`config.mk`:
```
export PLATFORM = sky130hd
export DESIGN_NAME = rnn_host_driver
export DESIGN_NICKNAME = d
export VERILOG_FILES = /design/src/rtl/rnn_host_driver.sv
export SDC_FILE = /design/constraint.sdc
export NUM_CORES = 1
export LEC_CHECK = 0
export BUFFER_PORTS_ARGS = -buffer_cell sky130_fd_sc_hd__buf_2
export CORE_ASPECT_RATIO = 1.5
export CORE_MARGIN = 1
export CORE_UTILIZATION = 45
export CTS_BUF_LIST = sky130_fd_sc_hd__clkbuf_4
export DETAILED_ROUTE_END_ITERATION = 10
export PLACE_DENSITY_LB_ADDON = 0.2
export SYNTH_ARGS = -nofsm -noshare
export SYNTH_HDL_FRONTEND = slang
export SYNTH_SLANG_ARGS = --single-unit
export TNS_END_PERCENT = 30
```
`constraint.sdc`:
```
create_clock -name clk -period 1.8 [get_ports clk]
set_clock_uncertainty 0.1 [all_clocks]
set_input_delay 0.09 -clock clk [delete_from_list [all_inputs] [get_ports clk]]
set_output_delay 0.09 -clock clk [all_outputs]
set_load 0.03 [all_outputs]
```
`src/rtl/rnn_host_driver.sv`:
```
// rnn_host_driver: sequences register-level bus traffic to the RNN accelerator.
// A command is accepted from upstream, latched, and replayed as a short
// series of bus strobes: WRITE is a single register write, STEP launches
// a time-step and polls for idle, INFER launches the dense layer, polls for
// a valid result, reads it back, and offers it on the result handshake.
// Status polls are bounded; running out of polls raises the sticky err flag.
//
// Handshakes: a transfer happens on any rising edge where valid and ready
// are both high; valid may not depend on ready, and once a result is
// offered (res_valid) it and res_data stay stable until res_ready is seen.
module rnn_host_driver #(
    parameter int POLL_LIMIT = 4096
) (
    input  logic        clk,
    input  logic        rst_n,
    input  logic        cmd_valid,
    output logic        cmd_ready,
    input  logic [1:0]  cmd_op,
    input  logic [2:0]  cmd_addr,
    input  logic [31:0] cmd_data,
    output logic        m_read,
    output logic        m_write,
    output logic [2:0]  m_addr,
    output logic [31:0] m_wdata,
    input  logic [31:0] m_rdata,
    output logic        res_valid,
    input  logic        res_ready,
    output logic [15:0] res_data,
    output logic        busy,
    output logic        err,
    input  logic        err_clr,
    output logic [3:0]  dbg_state_o
);

    localparam logic [3:0] S_IDLE       = 4'd0;
    localparam logic [3:0] S_WR         = 4'd1;
    localparam logic [3:0] S_STEP_GO    = 4'd2;
    localparam logic [3:0] S_SETTLE     = 4'd3;
    localparam logic [3:0] S_POLL_IDLE  = 4'd4;
    localparam logic [3:0] S_INF_GO     = 4'd5;
    localparam logic [3:0] S_POLL_VALID = 4'd6;
    localparam logic [3:0] S_RD_RES     = 4'd7;
    localparam logic [3:0] S_HOLD       = 4'd8;

    localparam logic [1:0] OP_WRITE = 2'd0;
    localparam logic [1:0] OP_STEP  = 2'd1;
    localparam logic [1:0] OP_INFER = 2'd2;

    // Counter only needs to reach POLL_LIMIT-1: the read made at that count
    // is the last one allowed.
    localparam int CW = $clog2(POLL_LIMIT + 1);
    localparam logic [CW-1:0] LIMIT_M1 = CW'(POLL_LIMIT - 1);

    logic [3:0]    state_q, state_d;
    logic [CW-1:0] cnt_q, cnt_d;
    logic [1:0]    op_q, op_d;
    logic [2:0]    addr_q, addr_d;
    logic [31:0]   data_q, data_d;
    logic [15:0]   res_q, res_d;
    logic          err_q, err_d;
    logic          err_set;

    // Upper read-data bits carry nothing this driver uses.
    logic unused_rdata;
    assign unused_rdata = ^m_rdata[31:16];

    // Next-state, command latch, poll counter and result capture.
    always_comb begin
        state_d = state_q;
        cnt_d   = cnt_q;
        op_d    = op_q;
        addr_d  = addr_q;
        data_d  = data_q;
        res_d   = res_q;
        err_set = 1'b0;
        case (state_q)
            S_IDLE: begin
                if (cmd_valid && cmd_ready) begin
                    op_d   = cmd_op;
                    addr_d = cmd_addr;
                    data_d = cmd_data;
                    case (cmd_op)
                        OP_WRITE: state_d = S_WR;
                        OP_STEP:  state_d = S_STEP_GO;
                        OP_INFER: state_d = S_INF_GO;
                        default:  err_set = 1'b1;  // reserved op: flag and stay idle
                    endcase
                end
            end
            S_WR:      state_d = S_IDLE;
            S_STEP_GO: state_d = S_SETTLE;
            S_INF_GO:  state_d = S_SETTLE;
            S_SETTLE: begin
                cnt_d   = '0;
                state_d = (op_q == OP_STEP) ? S_POLL_IDLE : S_POLL_VALID;
            end
            S_POLL_IDLE, S_POLL_VALID: begin
                if (m_rdata[0]) begin
                    state_d = (state_q == S_POLL_IDLE) ? S_IDLE : S_RD_RES;
                end else if (cnt_q == LIMIT_M1) begin
                    err_set = 1'b1;
                    state_d = S_IDLE;
                end else begin
                    cnt_d = cnt_q + 1'b1;
                end
            end
            S_RD_RES: begin
                res_d   = m_rdata[15:0];
                state_d = S_HOLD;
            end
            S_HOLD: begin
                if (res_ready) state_d = S_IDLE;
            end
            default: state_d = S_IDLE;
        endcase
        // A new error event outranks a clear arriving in the same cycle.
        if (err_set)      err_d = 1'b1;
        else if (err_clr) err_d = 1'b0;
        else              err_d = err_q;
    end

    // State registers with synchronous active-low reset.
    always_ff @(posedge clk) begin
        if (!rst_n) begin
            state_q <= S_IDLE;
            cnt_q   <= '0;
            op_q    <= 2'd0;
            addr_q  <= 3'd0;
            data_q  <= 32'd0;
            res_q   <= 16'd0;
            err_q   <= 1'b0;
        end else begin
            state_q <= state_d;
            cnt_q   <= cnt_d;
            op_q    <= op_d;
            addr_q  <= addr_d;
            data_q  <= data_d;
            res_q   <= res_d;
            err_q   <= err_d;
        end
    end

    // Bus strobes decoded from state; address/data forced to zero when idle.
    always_comb begin
        m_write = 1'b0;
        m_read  = 1'b0;
        m_addr  = 3'd0;
        m_wdata = 32'd0;
        case (state_q)
            S_WR:         begin m_write = 1'b1; m_addr = addr_q; m_wdata = data_q; end
            S_STEP_GO:    begin m_write = 1'b1; m_addr = 3'd0; end
            S_INF_GO:     begin m_write = 1'b1; m_addr = 3'd7; end
            S_POLL_IDLE:  begin m_read  = 1'b1; m_addr = 3'd1; end
            S_POLL_VALID: begin m_read  = 1'b1; m_addr = 3'd0; end
            S_RD_RES:     begin m_read  = 1'b1; m_addr = 3'd7; end
            default:      ;
        endcase
    end

    assign res_valid   = (state_q == S_HOLD);
    assign res_data    = res_q;
    assign busy        = (state_q != S_IDLE);
    assign cmd_ready   = (state_q == S_IDLE) && !res_valid;
    assign err         = err_q;
    assign dbg_state_o = state_q;

endmodule

```
# Word level (Yosys, flattened, before mapping)
# Index checks and enable logic that the tools add are counted.
# classes
addsub	1
multipliers	0
n_div	0
magnitude_cmp	0
n_eq_ne	18
n_shift	0
n_mux	22
bitwise	0
n_reduce_logical	17
# ops
op	n
$mux 32	1
$mux 13	2
$pmux 13 s2	1
$pmux 4 s6	1
$eq 4x3->1 const B	4
$mux 4	4
$add 13x1->13 const B	1
$eq 13x12->1 const B	1
$pmux 4 s3	1
$pmux 3 s3	1
$reduce_or 3->1	3
$eq 4x2->1 const B	2
$mux 1	8
$ne 2x2->1 const B	3
$reduce_or 2->1	3
$eq 2x1->1 const B	2
$eq 4x1->1 const B	1
$eq 4x4->1 const B	1
$logic_not 4->1	1
$ne 4x1->1 const B	1
$reduce_and 4->1	1
$reduce_bool 2->1	2
$reduce_bool 4->1	1
$mux 3	1
10 further kinds	11
# word_totals
ff_bits	71
latch_bits	0
mem_bits_rw	0
rom_bits	0
input_bits	74
output_inout_bits	61
memories	0

# Logic depth before layout (Yosys ltp)
# Gate-level depths: netlist of run 1.
# depth
ltp_word	7
ltp_mapped	7
depth_no_buf	6

# Worst setup path before layout of run 1
# OpenSTA, ideal clock, no wires.
# synth_timing
path_type	register to register
from	register state_q[3] (netlist: dbg_state_o[3])
to	register state_q[1] (netlist: dbg_state_o[1])
arrival_ns	2.367
path_slack_ns	-0.794
stages_incl_launch_ff	6
n_path_buf	1
cell_sequence	dfxtp_1 -> buf_2 -> nor4b_1 -> nor2b_1 -> a211oi_1 -> mux2i_1
# synth_via
elab_chain_len	6
word_cells_on_any_way	21
classes_between	eq/ne (11); mux (3); reduce/logical (7)
# synth_lines
element	line_no	rtl
from (decl)	54	logic [3:0] state_q, state_d;
from (signal assigned)	133	state_q <= state_d;
$eq 4x4->1 *	160	assign res_valid = (state_q == S_HOLD);
named net res_valid	26	output logic res_valid,
$logic_not 1->1	163	assign cmd_ready = (state_q == S_IDLE) && !res_valid;
$logic_and 1x1->1	163	
$logic_and 1x1->1	78	if (cmd_valid && cmd_ready) begin
$ne 2x2->1 (no line)	-	
$reduce_and 4->1 (no line)	-	
# The timed path passes the listed nets; every way through them passes the cells marked *.
# A chain may end at the register's enable or synchronous reset.

# Worst setup path in the final report of run 1
# layout_timing
from	register state_q[3] (netlist: dbg_state_o[3])
to	output m_wdata[16]
# layout_via
elab_chain_len	2
# layout_lines
element	line_no	rtl
$eq 4x1->1	149	case (state_q)
$mux 32	149	
to (decl)	24	output logic [31:0] m_wdata,
# No other way between the ends.

==> reports/results.txt, run 1 <==
Fin. Hold Viols: 0
Maximum Capacitance Violations: 0
#FFs+latches synth: 71
worst setup path start: dbg_state_o[3]$_SDFFE_PN0P_
worst r2r src: dbg_state_o[0]$_SDFFE_PN0P_
grt ovf: 0
Die W: 72.2 µm
vias in the first global route: 3451
worst reg2reg endpoint: cnt_q[7]$_SDFFE_PN0P_
Slew HR: 0.668
pwr dens: 781 mW/mm²
DP Area: 0.00420 mm²
global-route wire length before repair: 15600 µm
DRT iter0 DRCs: 145
crit path DAT: 1720 ps
via count: 3606
Sw Share: 0.336
# clock sinks: 71
Seq/Total Area, Yosys: 0.428
synth-to-layout area growth: 62.4%
antenna viol nets, final: 0
WS Path Type: register to output pin
n_diodes: 0
reg2reg setup slack: -80 ps
cell count after synthesis: 410
RSZ-0062 raised after global routing: yes
crit path capture type: output pin
Util after Layout: 0.752
Comb power frac: 0.371
Metal-1 WL: 3890 µm
nets: 686
minimum clock period: 1910 ps
Max Used Layer: met4
DIE AREA: 0.00774 mm²
R2R depth: 6
total wire length: 10400 µm
Ports: 135
Max stage delay on crit path: 350 ps
crit path launch type: register
LEAKAGE: 2.34 nW
clock tree buffer depth: 2
placed insts: 629
Clk pwr share: 0.207
NetSw: 1.42 mW
largest fanout on the critical path: 8
Final GP Congestion: 0.784
ys async rst share: 0
Via density: 5.07
Cell Count, Final, Fillers Out: 711
final non-filler cell area: 0.00540 mm²
EDFF count, synth: 0
required time of the critical path: 1610 ps
layout cells sized above 1: 0.370
hpwl dp: 5680 µm
Unique masters post-synth: 44
Least-Margin Pin Slew: 493 ps
detailed-route DRC error count: 0
slowest stage cell, crit path: dfxtp_2
routed len/inst: 14.7 µm
outcome: complete, but fails checks
VDD IR-drop max: 0.000632 V
htree depth: 3
Row Count: 38
Final WS setup: -114 ps
Initial Utilization: 0.463
initial antenna violation count: 0
CTS tree: done
DR WL met2: 5780 µm
core area: 0.00718 mm²
final worst-path cycle share: 1.06
Top FF cell, synth: dfxtp_1
Flop pwr share: 0.422
WL met3: 509 µm
Slew Viols, Final: 0
syn nets: 490
Hold WC Path Type: input pin to register
failing checks: setup timing
Ys Warns: 0
worst skew pair latency: 410 ps
Die H: 107 µm
GRT Total Usage: 0.262
crit path to: m_wdata[16]
syn avg cell area: 8.11 µm²
# port buffers: 118
# setup viols final: 40
crit-path cells: buf_8 > nor3_4 > buf_12 > clkbuf_16 > and2_4 > buf_6
Netlist Area Pre-Place: 0.00332 mm²
highest clock rate: 522 MHz
cell internal pwr: 2.80 mW
Clock Root Buffer: clkbuf_4
Fin Hold WS: 44.8 ps
TritonRoute pass-1 iters: 4
Worst-path clk slew: 110 ps
Num CTS Buffers: 9
largest net degree at the start of global routing: 38
## cell families after synthesis
logic type,share of synthesized area
and+or+nand+nor,0.298
AOI/OAI and AO/OA,0.205
DFF,0.428
buffers and inverters,0.0437
adders and majority gates,0.0226
muxes,0.00301
## placed cells by master, fill, tap and decap left out, types with 8 or more instances in the layout
master	instances
a21boi_1	53
a21oi_1	15
and2_4	32
buf_2	82
buf_4	28
buf_6	35
clkbuf_4	15
dfxtp_1	65
dlygate4sd3_1	55
nand2_1	116
nor2_1	11
or3_1	8
## worst max-delay path: cells and delay by family (launching register included)
| family | cells | cell delay, ps |
|---|---|---|
| buf+inv | 4 | 580 |
| flops | 1 | 350 |
| simple gates | 2 | 370 |
## cell type report
class	instances	area, µm²
clock buffer	14	105
clock inverter	2	7.51
fill	501	1780
inverter	8	30.0
multi-input combinational	305	1910
sequential	71	1430
tap	100	125
timing repair buffer	211	1790
## power groups by stage
| stage | clock [mW] | combinational, mW | sequential (mW) |
|---|---|---|---|
| after floorplan | 0 | 0.726 | 1.82 |
| after global placement | 0 | 1.06 | 1.80 |
| after detailed placement | 0 | 1.08 | 1.81 |
| after CTS | 0.907 | 1.41 | 1.76 |
| after global routing | 0.991 | 1.67 | 1.79 |
| final | 0.873 | 1.56 | 1.78 |
## metal layers
metal / global-route usage / vias up
met5: 0 / -
met2: 0.458 / 111
met4: 0.132 / 0
li1: - / 1781
met1: 0.281 / 1692
met3: 0.0796 / 22
## stage by stage
step	power [mW]	setup slack, ps	setup TNS (ps)
global placement	2.86	34.5	0
CTS	4.08	-130	-4350
finish	4.22	-114	-3160
floorplan	2.54	-271	-15430
global route	4.45	-194	-6960
detailed placement	2.88	-37.5	-205
## synth_stat cells (2+ instances only)
cell	count	area [µm²]
or3_1	8	50.1
a21oi_1	16	80.1
nand2_1	118	443
nor2_1	11	41.3
ha_1	6	75.1
a21boi_1	55	413
nor2b_1	4	25.0
inv_1	7	26.3
or2_1	2	12.5
or4_1	3	22.5
and3_1	2	12.5
buf_4	3	22.5
o21a_1	2	15.0
o31ai_1	3	22.5
nand2b_1	4	25.0
buf_2	5	25.0
a22o_1	2	17.5
o21ai_1	6	30.0
and2_1	33	206
o21ai_0	2	10.0
dfxtp_1	71	1420
clkbuf_1	18	67.6
nand4_1	2	12.5
o2111ai_1	2	17.5
nand3_1	5	25.0
a211oi_1	2	15.0
## registers in the layout, indices dropped and copies added, names as in the netlist
| signal | count |
|---|---|
| addr_q | 3 |
| op_q | 2 |
| dbg_state_o | 4 |
| res_data | 16 |
| cnt_q | 13 |
| data_q | 32 |
| err | 1 |
## how the worst min path moves through the flow
stage | start | endpoint | slack [ps] | cells after the start
4_1_cts | rst_n | res_data[15]$_SDFFE_PN0P_ | 5 | 2
3_5_place_dp | m_rdata[15] | res_data[15]$_SDFFE_PN0P_ | 230 | 3
2_1_floorplan | cmd_data[0] | data_q[0]$_SDFFE_PN0P_ | 120 | 2
3_3_place_gp | cmd_data[20] | data_q[20]$_SDFFE_PN0P_ | 230 | 3
6_report | rst_n | data_q[2]$_SDFFE_PN0P_ | 40 | 2
5_1_grt | cmd_valid | dbg_state_o[0]$_SDFFE_PN0P_ | 6 | 3
## timing repair
item / 4_1_cts / 5_1_grt
setup buffers: 6 / 2
cloned: 1 / 2
pin swaps: 12 / 37
endpoints found under the setup margin: 44 / 67
resized for setup: 85 / 45
hold endpoints to repair: 56 / 0
hold buffers: 55 / 0
(Power assumes the default switching activity.)
==> run 2: changes to the inputs <==
--- a/config.mk
+++ b/config.mk
@@ -6,9 +6,11 @@
 export NUM_CORES = 1
 export LEC_CHECK = 0
 export BUFFER_PORTS_ARGS = -buffer_cell sky130_fd_sc_hd__buf_2
+export CELL_PAD_IN_SITES_DETAIL_PLACEMENT = 1
+export CELL_PAD_IN_SITES_GLOBAL_PLACEMENT = 1
 export CORE_ASPECT_RATIO = 1.5
 export CORE_MARGIN = 1
-export CORE_UTILIZATION = 45
+export CORE_UTILIZATION = 30
 export CTS_BUF_LIST = sky130_fd_sc_hd__clkbuf_4
 export DETAILED_ROUTE_END_ITERATION = 10
 export PLACE_DENSITY_LB_ADDON = 0.2
==> run 2 against run 1 <==
Against the previous run: the run still ends with setup timing left; worst setup slack gained 13 ps; global-route usage down 5.4 points; sequential share of layout area is 0.34 points lower.
==> reports/results.txt, run 2 (synthesized netlist as in run 1, its figures left out) <==
outcome: complete, but fails checks
failing checks: setup timing
crit path DAT: 2150 ps (+430 ps)
RSZ-0062 raised after global routing: yes
# port buffers: 118 (unchanged)
CTS tree: done
Cell Count, Final, Fillers Out: 764 (+7.5%)
clock tree buffer depth: 2 (unchanged)
htree depth: 3 (unchanged)
Worst-path clk slew: 110 ps (about the same)
Num CTS Buffers: 9 (unchanged)
vias in the first global route: 3934 (+14%)
total wire length: 11600 µm (+11%)
Die H: 131 µm (+22%)
VDD IR-drop max: 0.000399 V (-37%)
Max stage delay on crit path: 490 ps (+140 ps)
detailed-route DRC error count: 0 (unchanged)
# clock sinks: 71 (unchanged)
crit-path cells: buf_4 > nor4b_4 > o41ai_2 > buf_4 > or4_4 > a21oi_2
DIE AREA: 0.0115 mm² (+49%)
Final WS setup: -101 ps (+12.6 ps)
R2R depth: 6 (unchanged)
Ports: 135 (unchanged)
via count: 3645 (+1.1%)
multi-input logic area: 0.00191 mm² (about the same)
Fin. Hold Viols: 0 (unchanged)
crit path launch type: register
Least-Margin Pin Slew: 377 ps (-116 ps)
Row Count: 46 (+21%)
worst reg2reg endpoint: cnt_q[7]$_SDFFE_PN0P_
slowest stage cell, crit path: or4_4
layout cells sized above 1: 0.374 (+0.00431)
routed len/inst: 15.2 µm (+3.6%)
commonest non-fill, non-tap cell in the layout: nand2_1
CP top delay family: simple AND/OR/NAND/NOR gates
Slew HR: 0.749 (+0.0807)
Initial Utilization: 0.311 (-0.153)
GRT Total Usage: 0.208 (-0.0545)
nets: 697 (+1.6%)
flip-flop and latch area: 0.00143 mm² (-0.35%)
highest clock rate: 526 MHz (+0.66%)
Fillers: 1287 (+160%)
number of flip-flops in the largest register: 32 (unchanged)
grt ovf: 0 (unchanged)
Hold WC Path Type: input pin to register
largest fanout on the critical path: 11 (+3)
worst hold path depth: 4 (+2)
most frequent cells in the layout: 115 x nand2_1, 84 x buf_2, 67 x dfxtp_1
Levels on crit path: 6 (unchanged)
Clock Root Buffer: clkbuf_4
core area: 0.0107 mm² (+49%)
worst r2r src: dbg_state_o[0]$_SDFFE_PN0P_
reg2reg setup slack: -100 ps (-20 ps)
Die W: 88.0 µm (+22%)
global-route wire length before repair: 18300 µm (+17%)
crit path capture type: register
largest net degree at the start of global routing: 30 (-21%)
placed insts: 680 (+8.1%)
antenna viol nets, final: 0 (unchanged)
Via density: 4.77 (-5.9%)
WS Path Type: register to register
start point of the worst min-delay path: m_rdata[6]
Worst Hold Path EP: res_data[6]$_SDFFE_PN0P_
synth-to-layout area growth: 64.0%
TritonRoute pass-1 iters: 4 (unchanged)
Slew Viols, Final: 0 (unchanged)
final worst-path cycle share: 1.06 (-0.00698)
Largest Register: data_q
Maximum Capacitance Violations: 0 (unchanged)
LEAKAGE: 2.35 nW (+0.52%)
most frequent CP cell: buf_4
Final GP Congestion: 0.715 (-8.7%)
DP Worst Slack: -154 ps (-117 ps)
worst skew pair latency: 410 ps (about the same)
pwr dens: 753 mW/mm² (-3.6%)
initial antenna violation count: 0 (unchanged)
hpwl dp: 7180 µm (+26%)
# setup viols final: 41 (+2.5%)
n_diodes: 0 (unchanged)
Total Neg Setup Slack: -2380 ps (+779 ps)
required time of the critical path: 2050 ps (+440 ps)
DRT iter0 DRCs: 168 (+16%)
minimum clock period: 1900 ps (-12.6 ps)
worst path buffer plus inverter count: 2 (-2)
run 2: how the worst max path moves through the flow:
| stage | endpoint | from | slack, ps |
|---|---|---|---|
| final | cnt_q[7]$_SDFFE_PN0P_ | dbg_state_o[0]$_SDFFE_PN0P_ | -100 |
| after global routing | m_wdata[27] | dbg_state_o[0]$_SDFFE_PN0P_ | -170 |
| after CTS | m_wdata[31] | dbg_state_o[0]$_SDFFE_PN0P_ | -150 |
| after detailed placement | dbg_state_o[0]$_SDFFE_PN0P_ | dbg_state_o[0]$_SDFFE_PN0P_ | -150 |
| after global placement | dbg_state_o[0]$_SDFFE_PN0P_ | dbg_state_o[0]$_SDFFE_PN0P_ | -20 |
| after floorplan | dbg_state_o[0]$_SDFFE_PN0P_ | dbg_state_o[1]$_SDFFE_PN0P_ | -270 |
run 2: worst reg2reg max path: stages (launching register included):
cell     delay (ps)
dfxtp_2         350
buf_4           140
nor4b_4         310
o41ai_2         140
buf_4           200
or4_4           490
a21oi_2         120
run 2: per-stage QoR:
step           total power [mW]  hold slack (ps)  cell area (µm²)   util
3_5_place_dp               2.96              237             4300  0.402
4_1_cts                    4.12              314             5330  0.497
3_3_place_gp               2.92              230             4300  0.402
6_report                   4.10              348             5450  0.509
5_1_grt                    4.34              335             5450  0.509
2_1_floorplan              2.54              125             3380      -
run 2: cell type report:
class,instances,share of cell area
sequential,71,0.262
multi-input combinational,305,0.351
clock inverter,3,0.00230
inverter,8,0.00551
clock buffer,11,0.0151
timing repair buffer,222,0.331
tap,144,0.0331
run 2: power by group:
group / switching, mW / internal [mW] / total (mW) / leakage (nW)
registers: 0.0713 / 1.70 / 1.77 / 0.580
clock network: 0.538 / 0.290 / 0.829 / 0.0577
logic: 0.821 / 0.683 / 1.50 / 1.71
total: 1.43 / 2.67 / 4.10 / 2.35
run 2: layer usage:
layer  vias to the layer above  track usage  routed length, µm
met4                         0       0.0829                285
met2                        89        0.413               6530
li1                       1783            -                  -
met5                         -            0                  0
met1                      1753        0.204               4360
met3                        20       0.0421                443
run 2: repair_timing:
item / 4_1_cts / 5_1_grt
cloned: 1 / 0
setup endpoints to repair: 49 / 66
resized for setup: 89 / 37
pin swaps: 6 / 14
hold buffers: 57 / 0
endpoints found under the hold margin: 60 / 0
setup buffers: 7 / 6
